## src/rtl/count_mon_pkg.sv

```systemverilog
// Shared types and helpers for the count reach monitor.
package count_mon_pkg;

    typedef enum logic [1:0] {
        IDLE,
        WAIT,
        PASS,
        FAIL
    } mon_state_t;

    // A step is legal when the count holds or advances by one, wrapping at 2**width.
    function automatic logic step_legal(input logic [31:0] prev,
                                        input logic [31:0] cur,
                                        input int unsigned width);
        logic [31:0] mask;
        logic [31:0] next_val;
        mask     = (width >= 32) ? 32'hFFFF_FFFF : ((32'd1 << width) - 32'd1);
        next_val = (prev + 32'd1) & mask;
        return ((cur & mask) == (prev & mask)) || ((cur & mask) == next_val);
    endfunction

endpackage

```

## src/rtl/count_step_checker.sv

```systemverilog
// Tracks the previous count and pulses step_bad for any step that is neither a hold nor +1.
module count_step_checker
    import count_mon_pkg::*;
#(
    parameter int CW = 4
) (
    input  logic          clk,
    input  logic          reset_n,
    input  logic [CW-1:0] count,
    input  logic          load,
    input  logic          en,
    output logic          step_bad
);

    logic [CW-1:0] prev_count;

    always_ff @(posedge clk or negedge reset_n) begin
        if (!reset_n) begin
            prev_count <= '0;
        end else if (load || en) begin
            prev_count <= count;
        end
    end

    assign step_bad = en && !step_legal(32'(prev_count), 32'(count), CW);

endmodule

```

## src/rtl/count_reach_monitor.sv

```systemverilog
// Run-time monitor: the count must reach TARGET within MAX_CYCLES edges of arming.
//   state | meaning
//   IDLE  | reset held; leaves unconditionally on the first edge after release
//   WAIT  | window open, elapsed counts edges since arming
//   PASS  | TARGET seen inside the window; holds until start
//   FAIL  | window expired without TARGET; holds until start
module count_reach_monitor
    import count_mon_pkg::*;
#(
    parameter int            CW         = 4,
    parameter logic [CW-1:0] TARGET     = 4'hA,
    parameter int            MAX_CYCLES = 10,
    parameter int            EW         = $clog2(MAX_CYCLES + 1)
) (
    input  logic          clk,
    input  logic          reset_n,
    input  logic [CW-1:0] count,
    input  logic          start,
    output logic          busy,
    output logic          pass,
    output logic          fail,
    output logic          done,
    output logic [EW-1:0] hit_cycle,
    output logic          step_err
);

    localparam logic [EW-1:0] MAX_E = EW'(MAX_CYCLES);

    mon_state_t    state, state_nxt;
    logic [EW-1:0] elapsed, elapsed_nxt;
    logic [EW-1:0] hit_nxt;
    logic [EW-1:0] k;
    logic          pass_nxt, fail_nxt, step_err_nxt;
    logic          load;
    logic          step_bad;

    count_step_checker #(.CW(CW)) u_step (
        .clk      (clk),
        .reset_n  (reset_n),
        .count    (count),
        .load     (load),
        .en       (busy),
        .step_bad (step_bad)
    );

    always_ff @(posedge clk or negedge reset_n) begin
        if (!reset_n) begin
            state     <= IDLE;
            elapsed   <= '0;
            pass      <= 1'b0;
            fail      <= 1'b0;
            hit_cycle <= '0;
            step_err  <= 1'b0;
        end else begin
            state     <= state_nxt;
            elapsed   <= elapsed_nxt;
            pass      <= pass_nxt;
            fail      <= fail_nxt;
            hit_cycle <= hit_nxt;
            step_err  <= step_err_nxt;
        end
    end

    always_comb begin
        state_nxt    = state;
        elapsed_nxt  = elapsed;
        pass_nxt     = pass;
        fail_nxt     = fail;
        hit_nxt      = hit_cycle;
        step_err_nxt = step_err;
        load         = 1'b0;
        k            = (elapsed == MAX_E) ? MAX_E : elapsed + 1'b1;

        case (state)
            IDLE: begin
                load        = 1'b1;
                state_nxt   = WAIT;
                elapsed_nxt = '0;
            end
            WAIT: begin
                elapsed_nxt = k;
                if (step_bad) begin
                    step_err_nxt = 1'b1;
                end
                // A match on the expiry edge still counts as a pass.
                if (count == TARGET) begin
                    state_nxt = PASS;
                    pass_nxt  = 1'b1;
                    hit_nxt   = k;
                end else if (k == MAX_E) begin
                    state_nxt = FAIL;
                    fail_nxt  = 1'b1;
                end
            end
            PASS, FAIL: begin
                if (start) begin
                    load         = 1'b1;
                    state_nxt    = WAIT;
                    elapsed_nxt  = '0;
                    pass_nxt     = 1'b0;
                    fail_nxt     = 1'b0;
                    hit_nxt      = '0;
                    step_err_nxt = 1'b0;
                end
            end
            default: state_nxt = IDLE;
        endcase
    end

    assign busy = (state == WAIT);
    assign done = pass | fail;

endmodule
```

## config.mk

```make
export PLATFORM = sky130hd
export DESIGN_NAME = count_reach_monitor
export DESIGN_NICKNAME = d
export VERILOG_FILES = /design/src/rtl/count_mon_pkg.sv /design/src/rtl/count_step_checker.sv /design/src/rtl/count_reach_monitor.sv
export SDC_FILE = /design/constraint.sdc
export NUM_CORES = 1
export LEC_CHECK = 0
export CAP_MARGIN = 20
export CORE_ASPECT_RATIO = 0.9
export CORE_MARGIN = 1
export CORE_UTILIZATION = 40
export CTS_BUF_LIST = sky130_fd_sc_hd__clkbuf_2
export DETAILED_ROUTE_END_ITERATION = 6
export PLACE_DENSITY = 0.71
export SYNTH_ARGS = -nofsm -noshare
export SYNTH_HDL_FRONTEND = slang
export SYNTH_SLANG_ARGS = --single-unit
```

## constraint.sdc

```tcl
create_clock -name clk -period 2.6 [get_ports clk]
set_input_delay 0.52 -clock clk [delete_from_list [all_inputs] [get_ports clk]]
set_output_delay 0.52 -clock clk [all_outputs]
set_load 0.005 [all_outputs]
```

# Word level (Yosys, flattened, before mapping)
# Index checks and enable logic that the tools add are counted.
[op_classes] n_addsub=2 eq_ne=14 n_mux=19 bitwise=1 reduce_logical=11
[ops] operator="== test 4 bit, second input constant" n=3
[ops] operator="2-to-1 mux 4 bit" n=3
[ops] operator="one-hot mux 4 bit (3 select lines)" n=1
[ops] operator="!= test 2 bit, second input constant" n=5
[ops] operator="adder 4 x 1 -> 4 bit, second input constant" n=2
[ops] operator="== test 4 bit" n=2
[ops] operator="one-hot mux 1 bit (2 select lines)" n=4
[ops] operator="one-hot mux 4 bit (2 select lines)" n=1
[ops] operator="2-to-1 mux 1 bit" n=6
[ops] operator="2-to-1 mux 2 bit" n=3
[ops] operator="one-hot mux 2 bit (3 select lines)" n=1
[ops] operator="AND reduction 3 bit" n=2
[ops] operator="== test 2 bit, second input constant" n=2
[ops] operator="AND reduction 4 bit" n=1
[ops] operator="!= test 3 bit, second input constant" n=1
[ops] operator="== test 2 x 1 -> 1 bit, second input constant" n=1
[ops] operator="logical NOT 2 bit" n=1
[ops] operator="logical OR 1 bit" n=2
[ops] operator="AND reduction 2 bit" n=1
[ops] operator="nonzero test 2 bit" n=1
[ops] operator="OR reduction 2 bit" n=1
[ops] operator="logical AND 1 bit" n=1
[ops] operator="logical NOT 1 bit" n=1
[ops] operator="bitwise OR 1 bit" n=1
[totals] inputBits=7 word_cells=54 output_inout_bits=9 ff_bits=17

# Depth between registers and ports, before layout
# Gate-level depths: netlist of the first run.
[depth] word_depth=7 depth_mapped=6 mapped_depth_nobuf=6

# Hierarchy
# From an unflattened synthesis of the first run, not the netlist that was laid out.
[hier_totals] hier_cells=81 hier_area_um2=883.3
[modules_own_cells] module="count_reach_monitor" seq_area_each_um2=325.3 n_inst=1 area_each_um2=638.1 cells_per_inst=61
[modules_own_cells] module="count_step_checker" seq_area_each_um2=100.1 n_inst=1 area_each_um2=245.2 cells_per_inst=20

# Worst setup path before layout of the first run
# Ideal clock, no wire load.
[synth_path] kind="input to register" startpoint="input count[3]" endpoint="register step_err" slack_ns=1.087 setup_time_ns=0.139 arrival_ns=1.374 path_stages=4 path_buffers=0 cell_sequence="xor2_1 or4_4 a22oi_2 a41oi_1"
[synth_via] elab_chain_len=6
[synth_lines] element="from (decl)" line="count_reach_monitor.sv:17" rtl="input logic [CW-1:0] count,"
[synth_lines] element="== test 4 bit" line="count_mon_pkg.sv:19" rtl="return ((cur & mask) == (prev & mask)) || ((cur & mask) == next_val);"
[synth_lines] element="logical OR 1 bit *" line="count_mon_pkg.sv:19"
[synth_lines] element="logical NOT 1 bit *" line="count_step_checker.sv:25" rtl="assign step_bad = en && !step_legal(32'(prev_count), 32'(count), CW);"
[synth_lines] element="logical AND 1 bit *" line="count_step_checker.sv:25"
[synth_lines] element="!= test 2 bit (no line) *"
[synth_lines] element="AND reduction 3 bit (no line) *"
[synth_lines] element="to (signal assigned)" line="count_reach_monitor.sv:60" rtl="step_err <= step_err_nxt;"
[synth_lines] element="to (decl)" line="count_reach_monitor.sv:24" rtl="output logic step_err"
# Mark *: on every way between the ends. The rest lies on a longest branch, timed or not.
# A chain may end at the register's enable or synchronous reset.

# Worst setup path after layout of the first run
[layout_path] startpoint="register state[1]" endpoint="output busy"
[layout_via] elab_chain_len=1
[layout_lines] element="from (decl)" line="count_reach_monitor.sv:29" rtl="mon_state_t state, state_nxt;"
[layout_lines] element="from (signal assigned)" line="count_reach_monitor.sv:55" rtl="state <= state_nxt;"
[layout_lines] element="== test 2 x 1 -> 1 bit" line="count_reach_monitor.sv:110" rtl="assign busy = (state == WAIT);"
[layout_lines] element="to (decl)" line="count_reach_monitor.sv:19" rtl="output logic busy,"
# No other way between the ends.

==> run metrics, run 1 <==
outcome finished, final reports clean; antenna violations before repair 0; worst path cell trace or2b_2 -> inv_1 -> clkdlybuf4s50_1; Post-Synthesis Cells 83; layout cells sized above 1 15.8%; Synth Cell Area 897 um^2; first-pass GRT wire length 2.66 mm; CTS clk-pin slew, worst paths 0.16 ns; min Tclk post-route 2.42 ns; RSZ-0062 raised after global routing no; worst-path maximum fanout 9; TritonCTS Buffers 3; Die W 51.9 um; CTS tree built; Clock power frac 10.8%; CTS root buf clkbuf_2; vias in the first global route 616; CP Capture Type output pin; Post-Syn Area per Cell 10.8 um^2; gpl congestion 0.773; clock buffer depth 2; P_int 0.667 mW; Initial Util 44.7%; I/O Buffers 15; sw power 0.389 mW; Synthesized Nets 93; sequential share of the synthesized area 47.4%; Nets 112; Slew Limit Headroom 50.9%; VDD IR max 0.479 mV; total power 1.06 mW; fin crit share 93.1%; Clock Skews 0.0120 ns; DRC Markers 0; Synth cell types 29; Worst Path Class, Setup register to output pin; Die H 46.9 um; grt ovf 0; worst-margin pin slew 0.734 ns; detailed placement HPWL 1.31 mm; post-route ant nets 0; Resized Gates After CTS 0; io pins 16; crit start category register; #FFs+latches synth 17; total clock sinks 17; wirelength, routed 1.64 mm; combinational share of power 46.1%; Die ar. 2440 um^2; routed vias/inst 5.23; CP max stage delay 0.55 ns; static leakage 0.490 nW; highest clock rate 413 MHz; Area Growth Syn to Fin 22.2%; Sequential Power Share 43.1%; hold crit path type register to register; post-CTS setup buffers 0; final setup fails 0; core box area 2010 um^2; Critical path buffers and inverters 2; Worst EP arrival 1.90 ns; largest net degree at the start of global routing 18; hold buffers post-CTS 0; DRT Pass-1 Iters 4; overall routing resource usage 15.5%; Switching Fraction 36.8%; Worst Path Required 2.08 ns; Max-Cap Viols 0; Hold Fails Final Rpt 0; Rows 15; DR iter-0 viols 15; Max Slew Vio Count 0; slowest CP cell clkdlybuf4s50_1; Worst-Skew Late Latency 0.30 ns; Synth Warn # 0; Fill cells 167; routed vias 659; Top delay family on crit path buffers and inverters; Pwr Density 964 nW/um^2; Setup TNS 0 ns; ANT cells 0; average wire per standard cell 13.0 um; H-tree depth 1
==> cell usage in the layout, fill, tap and decap left out, types with 2 or more instances in the layout <==
cell type / count
a22o_1: 3
ha_1: 3
o21ai_1: 2
a21oi_1: 4
xnor2_1: 2
xor2_1: 6
dfrtp_1: 17
inv_1: 3
mux2i_1: 4
clkdlybuf4s50_1: 15
nand3_1: 2
clkbuf_2: 3
o21ai_0: 4
nand2_1: 9
nor2_1: 3
mux2_2: 5
==> kinds of logic after synthesis <==
| family | after synthesis | synth area share, % |
|---|---|---|
| AO/OA/AOI/OAI | 19 | 14.2 |
| XOR/XNOR | 8 | 7.81 |
| adder cells (fa/ha/maj) | 3 | 4.18 |
| buffers and inverters | 5 | 2.37 |
| flip-flops | 17 | 47.4 |
| multiplexers | 9 | 10.7 |
| AND/OR/NAND/NOR | 22 | 13.3 |
==> worst paths after layout <==
check | start | end | slack, ns | depth (start not counted)
max | state[1] | busy | 0.18 | 3
min | pass | pass | 0.54 | 2
max reg2reg | elapsed[0] | fail | 1.14 | 5
min reg2reg | pass | pass | 0.54 | 2
max in group asynchronous | reset_n | fail | 1.50 | 1
min in group asynchronous | reset_n | elapsed[2] | 0.63 | 1
==> flip-flops by register name, summed over array words and instances (netlist names) <==
signal,count
state,2
u_step.prev_count,4
step_err,1
fail,1
hit_cycle,4
elapsed,4
pass,1
==> per-stage QoR <==
stage / area, um^2 / util [%] / setup WS [ns] / hold slack, ns / std cells
detailed placement: 1080 / 53.6 / 0.549 / 0.506 / 122
CTS: 1100 / 54.6 / 0.178 / 0.553 / 126
floorplan: 897 / - / 1.09 / 0.224 / 83
finish: 1100 / 54.6 / 0.179 / 0.542 / 126
global placement: 1080 / 53.6 / 0.569 / 0.498 / 122
global route: 1100 / 54.6 / 0.0601 / 0.582 / 126
==> cell type report <==
cell class	count	area [um^2]	area share (%)
Clock buffer	3	15.0	1.37
Clock inverter	1	5.00	0.457
Inverter	3	11.3	1.03
Multi-Input combinational cell	61	450	41.1
Sequential cell	17	425	38.8
Tap cell	25	31.3	2.85
Timing Repair Buffer	16	158	14.4
==> cells in the mapped netlist, drive strengths merged <==
cell type | count | share of area (%)
a21oi | 4 | 2.2
a22o | 3 | 2.9
a22oi | 2 | 2.2
a41oi | 1 | 0.98
and3 | 1 | 0.70
and4bb | 1 | 1.4
buf | 2 | 1.1
dfrtp | 17 | 47
ha | 3 | 4.2
inv | 3 | 1.3
mux2 | 5 | 6.3
mux2i | 4 | 4.5
nand2 | 10 | 4.5
nand2b | 1 | 0.70
nand3 | 2 | 1.1
nor2 | 3 | 1.3
nor2b | 1 | 0.70
o211ai | 1 | 0.84
o21a | 1 | 0.84
o21ai | 6 | 3.3
o31ai | 1 | 0.84
or2 | 1 | 0.70
or2b | 1 | 0.98
or4 | 1 | 1.3
xnor2 | 2 | 2.0
xor2 | 6 | 5.9
==> power groups by stage <==
stage                     Sequential, mW  Clock (mW)  Combinational (mW)
after floorplan                    0.445           0               0.295
after global placement             0.458           0               0.481
after detailed placement           0.462           0               0.488
after CTS                          0.456       0.119               0.492
after global routing               0.473       0.134               0.544
final                              0.455       0.115               0.487
==> per-layer routing <==
| layer | share of wire, % | track usage [%] | wire (um) |
|---|---|---|---|
| met2 | 47 | 25.4 | 767 |
| met5 | 0 | 0 | 0 |
| met1 | 48 | 19.3 | 795 |
| met4 | 1.1 | 6.49 | 18 |
| met3 | 3.7 | 4.85 | 60 |
==> worst reg2reg max path, cell delays in order, from the launching register on <==
cell,delay (ns)
dfrtp_1,0.46
ha_1,0.24
nand2b_1,0.14
a21oi_1,0.15
o211ai_1,0.15
o31ai_1,0.23
No activity file was read; power rests on OpenSTA's default activity.
==> inputs of run 2 (changes only) <==
CTS_BUF_LIST = not set   (was sky130_fd_sc_hd__clkbuf_2)
HOLD_SLACK_MARGIN = 0.05   (was not set)
==> run 2 against run 1 <==
Against the previous run: sequential cell count is the same; clock-buffer cell count is the same; wire length grew 0.85%; critical path depth is the same; sequential power is essentially flat; cell count is the same; highest routed layer unchanged.
==> run metrics, run 2 (synthesis results as in run 1) <==
fin crit share 92.0% (was 93.1%); Die H 46.9 um (unchanged); antenna violations before repair 0 (unchanged); VDD IR max 0.548 mV (was 0.479 mV); ANT cells 0 (unchanged); hold buffers post-CTS 0 (unchanged); final non-filler cell total 126 (unchanged); vias in the first global route 616 (unchanged); clock buffer depth 2 (unchanged); Resized Gates After CTS 0 (unchanged); Max Slew Vio Count 0 (unchanged); total power 1.08 mW (was 1.06 mW); post-route ant nets 0 (unchanged); crit start category register (unchanged); placed cell area 1080 um^2 (unchanged); final setup fails 0 (unchanged); Max-Cap Viols 0 (unchanged); crit path launch state[1] (unchanged); Die ar. 2440 um^2 (unchanged); Setup TNS 0 ns (unchanged); routed vias 672 (was 659); slowest CP cell clkdlybuf4s50_1 (unchanged); CP Capture Type output pin (unchanged); DRC Markers 0 (unchanged); CTS tree built (unchanged); CTS root buf clkbuf_4 (was clkbuf_2); commonest non-fill, non-tap cells in the layout 17 x dfrtp_1, 15 x clkdlybuf4s50_1, 9 x nand2_1 (unchanged); Nets 112 (unchanged); total clock sinks 17 (unchanged); hold_sp hit_cycle[2] (was pass); H-tree depth 1 (unchanged); Clock Skews 0.00790 ns (was 0.0120 ns); Die W 51.9 um (unchanged); register area 425 um^2 (unchanged); DR iter-0 viols 17 (was 15); DRT Pass-1 Iters 4 (unchanged); Fill cells 164 (was 167); Area Growth Syn to Fin 23.0% (was 22.2%); placed cells 122 (unchanged); post-CTS setup buffers 0 (unchanged); routed vias/inst 5.33 (was 5.23); static leakage 0.491 nW (was 0.490 nW); Worst Path Required 2.08 ns (about the same); reg2reg start elapsed[0] (unchanged); Critical path buffers and inverters 2 (unchanged); grt ovf 0 (unchanged); overall routing resource usage 15.5% (unchanged); layout cells sized above 1 15.8% (unchanged); min Tclk post-route 2.39 ns (was 2.42 ns); RSZ-0062 raised after global routing no (unchanged); I/O Buffers 15 (unchanged); worst-path maximum fanout 9 (unchanged); wirelength, routed 1.66 mm (was 1.64 mm); io pins 16 (unchanged); CTS clk-pin slew, worst paths 0.10 ns (was 0.16 ns); final instance area 1100 um^2 (about the same); Rows 15 (unchanged); Worst-Skew Late Latency 0.29 ns (was 0.30 ns); Hold WS 0.529 ns (was 0.542 ns); first-pass GRT wire length 2.66 mm (unchanged); Top delay family on crit path buffers and inverters (unchanged); core box area 2010 um^2 (unchanged); commonest non-fill, non-tap cell in the layout dfrtp_1 (unchanged); average wire per standard cell 13.1 um (was 13.0 um); worst-margin pin slew 0.734 ns (about the same); hold crit path type register to register (unchanged); Worst Path Class, Setup register to output pin (unchanged); highest clock rate 418 MHz (was 413 MHz); Worst EP arrival 1.87 ns (was 1.90 ns); area taken by multi-input logic gates 450 um^2 (unchanged); worst path cell trace or2b_2 -> inv_1 -> clkdlybuf4s50_1 (unchanged); top flop regs elapsed x4, hit_cycle x4, u_step.prev_count x4 (unchanged); Hold Fails Final Rpt 0 (unchanged); outcome finished, final reports clean (unchanged); TritonCTS Buffers 3 (unchanged); largest net degree at the start of global routing 18 (unchanged); gpl congestion 0.773 (unchanged); detailed placement HPWL 1.31 mm (unchanged); Slew Limit Headroom 50.9% (about the same); Initial Util 44.7% (unchanged); CP max stage delay 0.55 ns (about the same); Pwr Density 978 nW/um^2 (was 964 nW/um^2)
[run 2: cell types whose count changed in the layout (fill, tap and decap cells not counted)]
cell	delta
clkbuf_2	-3
clkbuf_4	+3
[run 2: per-layer routing]
layer	GRT usage (%)	vias to the layer above	part of all wire, %	wire, um
li1	-	333	-	-
met3	4.85	2	5.7	95
met2	25.4	16	46	764
met5	0	-	0	0
met4	6.49	0	1.3	21
met1	19.3	321	47	773
[run 2: final timing paths]
| check | endpoint | slack [ns] | depth (start not counted) |
|---|---|---|---|
| max | busy | 0.21 | 3 |
| min | hit_cycle[2] | 0.53 | 2 |
| max reg2reg | fail | 1.15 | 5 |
| min reg2reg | hit_cycle[2] | 0.53 | 2 |
| max in group asynchronous | elapsed[3] | 1.48 | 1 |
| min in group asynchronous | elapsed[2] | 0.65 | 1 |
[run 2: cell type report]
class	instances	area share, %
Tap cell	25	2.83
Multi-Input combinational cell	61	40.8
Clock inverter	1	0.454
Timing Repair Buffer	16	14.3
Sequential cell	17	38.5
Clock buffer	3	2.04
Inverter	3	1.02
[run 2: worst reg2reg max path, stage by stage, from the launching register on]
cell and delay [ns]:
dfrtp_1 0.44, ha_1 0.24, nand2b_1 0.14, a21oi_1 0.15
o211ai_1 0.15, o31ai_1 0.23
[run 2: report_power, final]
| group | total, mW | leakage [nW] | internal (mW) | switching, mW |
|---|---|---|---|---|
| sequential | 0.456 | 0.205 | 0.358 | 0.0980 |
| combinational | 0.487 | 0.269 | 0.275 | 0.212 |
| clock | 0.136 | 0.0177 | 0.0572 | 0.0791 |
| total | 1.08 | 0.491 | 0.690 | 0.389 |
[run 2: per-stage QoR]
stage,worst slack (ns),util (%)
after global routing,0.109,55.0
after CTS,0.213,55.0
final,0.209,55.0
after floorplan,1.09,-
after global placement,0.569,53.6
after detailed placement,0.549,53.6
==> inputs of run 3 (changes only) <==
CTS_CLUSTER_SIZE = 24   (was not set)
GPL_TIMING_DRIVEN = 0   (was not set)
==> run 3 against run 2 <==
Against the previous run: clock power about the same; power down 0.82%; critical endpoint unchanged; sequential power about the same; critical path type unchanged; sequential cell count unchanged; via count down 2.5%; critical path depth is the same; combinational power is 2% lower; cell count is 0.79% higher; worst setup slack worse by 0.042 ns; fmax fell by 1.7%.
==> run metrics, run 3 (synthesis results as in run 1) <==
hold buffers post-CTS 0 (unchanged); combinational share of power 44.6% (was 45.1%); Slew Limit Headroom 49.7% (was 50.9%); core box area 2010 um^2 (unchanged); Pwr Density 969 nW/um^2 (was 978 nW/um^2); routed vias/inst 5.16 (was 5.33); wirelength, routed 1.61 mm (was 1.66 mm); final setup fails 0 (unchanged); Worst EP arrival 1.91 ns (was 1.87 ns); outcome finished, final reports clean (unchanged); min Tclk post-route 2.43 ns (was 2.39 ns); Die W 51.9 um (unchanged); CTS tree built (unchanged); antenna violations before repair 0 (unchanged); largest net degree at the start of global routing 18 (unchanged); overall routing resource usage 16.5% (was 15.5%); CP Capture Type output pin (unchanged); Area Growth Syn to Fin 23.2% (was 23.0%); Initial Util 44.7% (unchanged); vias in the first global route 626 (was 616); gpl congestion 0.683 (was 0.773); Nets 113 (was 112); post-route ant nets 0 (unchanged); Max Slew Vio Count 0 (unchanged); Hold Fails Final Rpt 0 (unchanged); Setup TNS 0 ns (unchanged); Worst Path Required 2.08 ns (about the same); routed vias 655 (was 672); post-CTS setup buffers 0 (unchanged); top flop regs elapsed x4, hit_cycle x4, u_step.prev_count x4 (unchanged); P_int 0.691 mW (was 0.690 mW); static leakage 0.494 nW (was 0.491 nW); Resized Gates After CTS 0 (unchanged); Die ar. 2440 um^2 (unchanged); VDD IR max 0.642 mV (was 0.548 mV); Max-Cap Viols 0 (unchanged); RSZ-0062 raised after global routing no (unchanged); TritonCTS Buffers 3 (unchanged); layout cells sized above 1 15.7% (was 15.8%); crit start category register (unchanged); grt ovf 0 (unchanged); H-tree depth 1 (unchanged); fin crit share 93.6% (was 92.0%); worst-margin pin slew 0.753 ns (was 0.734 ns); Die H 46.9 um (unchanged); commonest non-fill, non-tap cell in the layout dfrtp_1 (unchanged); hold crit path type register to register (unchanged); Sequential Power Share 42.7% (was 42.2%); sw power 0.379 mW (was 0.389 mW); I/O Buffers 15 (unchanged); io pins 16 (unchanged); Rows 15 (unchanged); CTS root buf clkbuf_4 (unchanged); Clock power frac 12.7% (was 12.6%); highest clock rate 411 MHz (was 418 MHz); commonest non-fill, non-tap cells in the layout 17 x dfrtp_1, 15 x clkdlybuf4s50_1, 9 x nand2_1 (unchanged); total clock sinks 17 (unchanged); Hold WS 0.504 ns (was 0.529 ns); DRT Pass-1 Iters 4 (unchanged); Switching Fraction 35.4% (was 36.0%); clock buffer depth 2 (unchanged); ANT cells 0 (unchanged); DR iter-0 viols 3 (was 17); detailed placement HPWL 1.21 mm (was 1.31 mm); CTS clk-pin slew, worst paths 0.09 ns (was 0.10 ns); Worst Path Class, Setup register to output pin (unchanged); worst-path maximum fanout 9 (unchanged); Clock Skews 0.00524 ns (was 0.00790 ns); DRC Markers 0 (unchanged); first-pass GRT wire length 2.78 mm (was 2.66 mm); Worst-Skew Late Latency 0.28 ns (was 0.29 ns); average wire per standard cell 12.7 um (was 13.1 um)
## run 3: changes by cell type in the layout (fill, tap and decap cells not counted)
| cell | change |
|---|---|
| clkinv_2 | -1 |
| buf_2 | +2 |
| clkbuf_1 | +1 |
| buf_4 | -1 |
## run 3: worst max-delay path: stages (launching register included)
cell and delay [ns]:
dfrtp_1 0.49, or2b_2 0.35, inv_1 0.23, clkdlybuf4s50_1 0.55
## run 3: final cells by class
cell class,instances,area (um^2)
Inverter,3,11.3
Multi-Input combinational cell,61,450
Tap cell,25,31.3
Buffer,2,10.0
Fill cell,191,903
Sequential cell,17,425
Timing Repair Buffer,15,150
Clock buffer,4,26.3
## run 3: final timing paths
path                                       from    endpoint  slack [ns]  depth (start not counted)
max                                    state[1]        busy        0.17                          3
min                                        pass        pass        0.50                          2
max reg2reg                u_step.prev_count[2]    step_err        1.18                          4
min reg2reg                                pass        pass        0.50                          2
max in group asynchronous               reset_n  elapsed[1]        1.45                          1
min in group asynchronous               reset_n        fail        0.68                          1
## run 3: metrics by stage
step	util (%)	instances	power, mW	setup slack [ns]	cell area, um^2
CTS	55.0	127	1.09	0.146	1100
floorplan	-	83	0.740	1.09	897
global route	55.0	127	1.17	0.0587	1100
global placement	53.7	123	0.934	0.491	1080
detailed placement	53.7	123	0.946	0.477	1080
finish	55.0	127	1.07	0.167	1100
## run 3: per-layer routing
metal / wire, um / vias to the layer above / GRT usage (%)
met5: 0 / - / 0
met2: 675 / 10 / 23.1
met1: 863 / 307 / 23.3
met3: 53 / 2 / 5.83
li1: - / 336 / -
met4: 18 / 0 / 6.49
## run 3: power by group through the flow
stage | registers (mW) | logic (mW) | clock network [mW]
2_1_floorplan | 0.445 | 0.295 | 0
3_3_place_gp | 0.458 | 0.476 | 0
3_5_place_dp | 0.463 | 0.483 | 0
4_1_cts | 0.458 | 0.484 | 0.143
5_1_grt | 0.476 | 0.543 | 0.152
6_report | 0.457 | 0.477 | 0.136
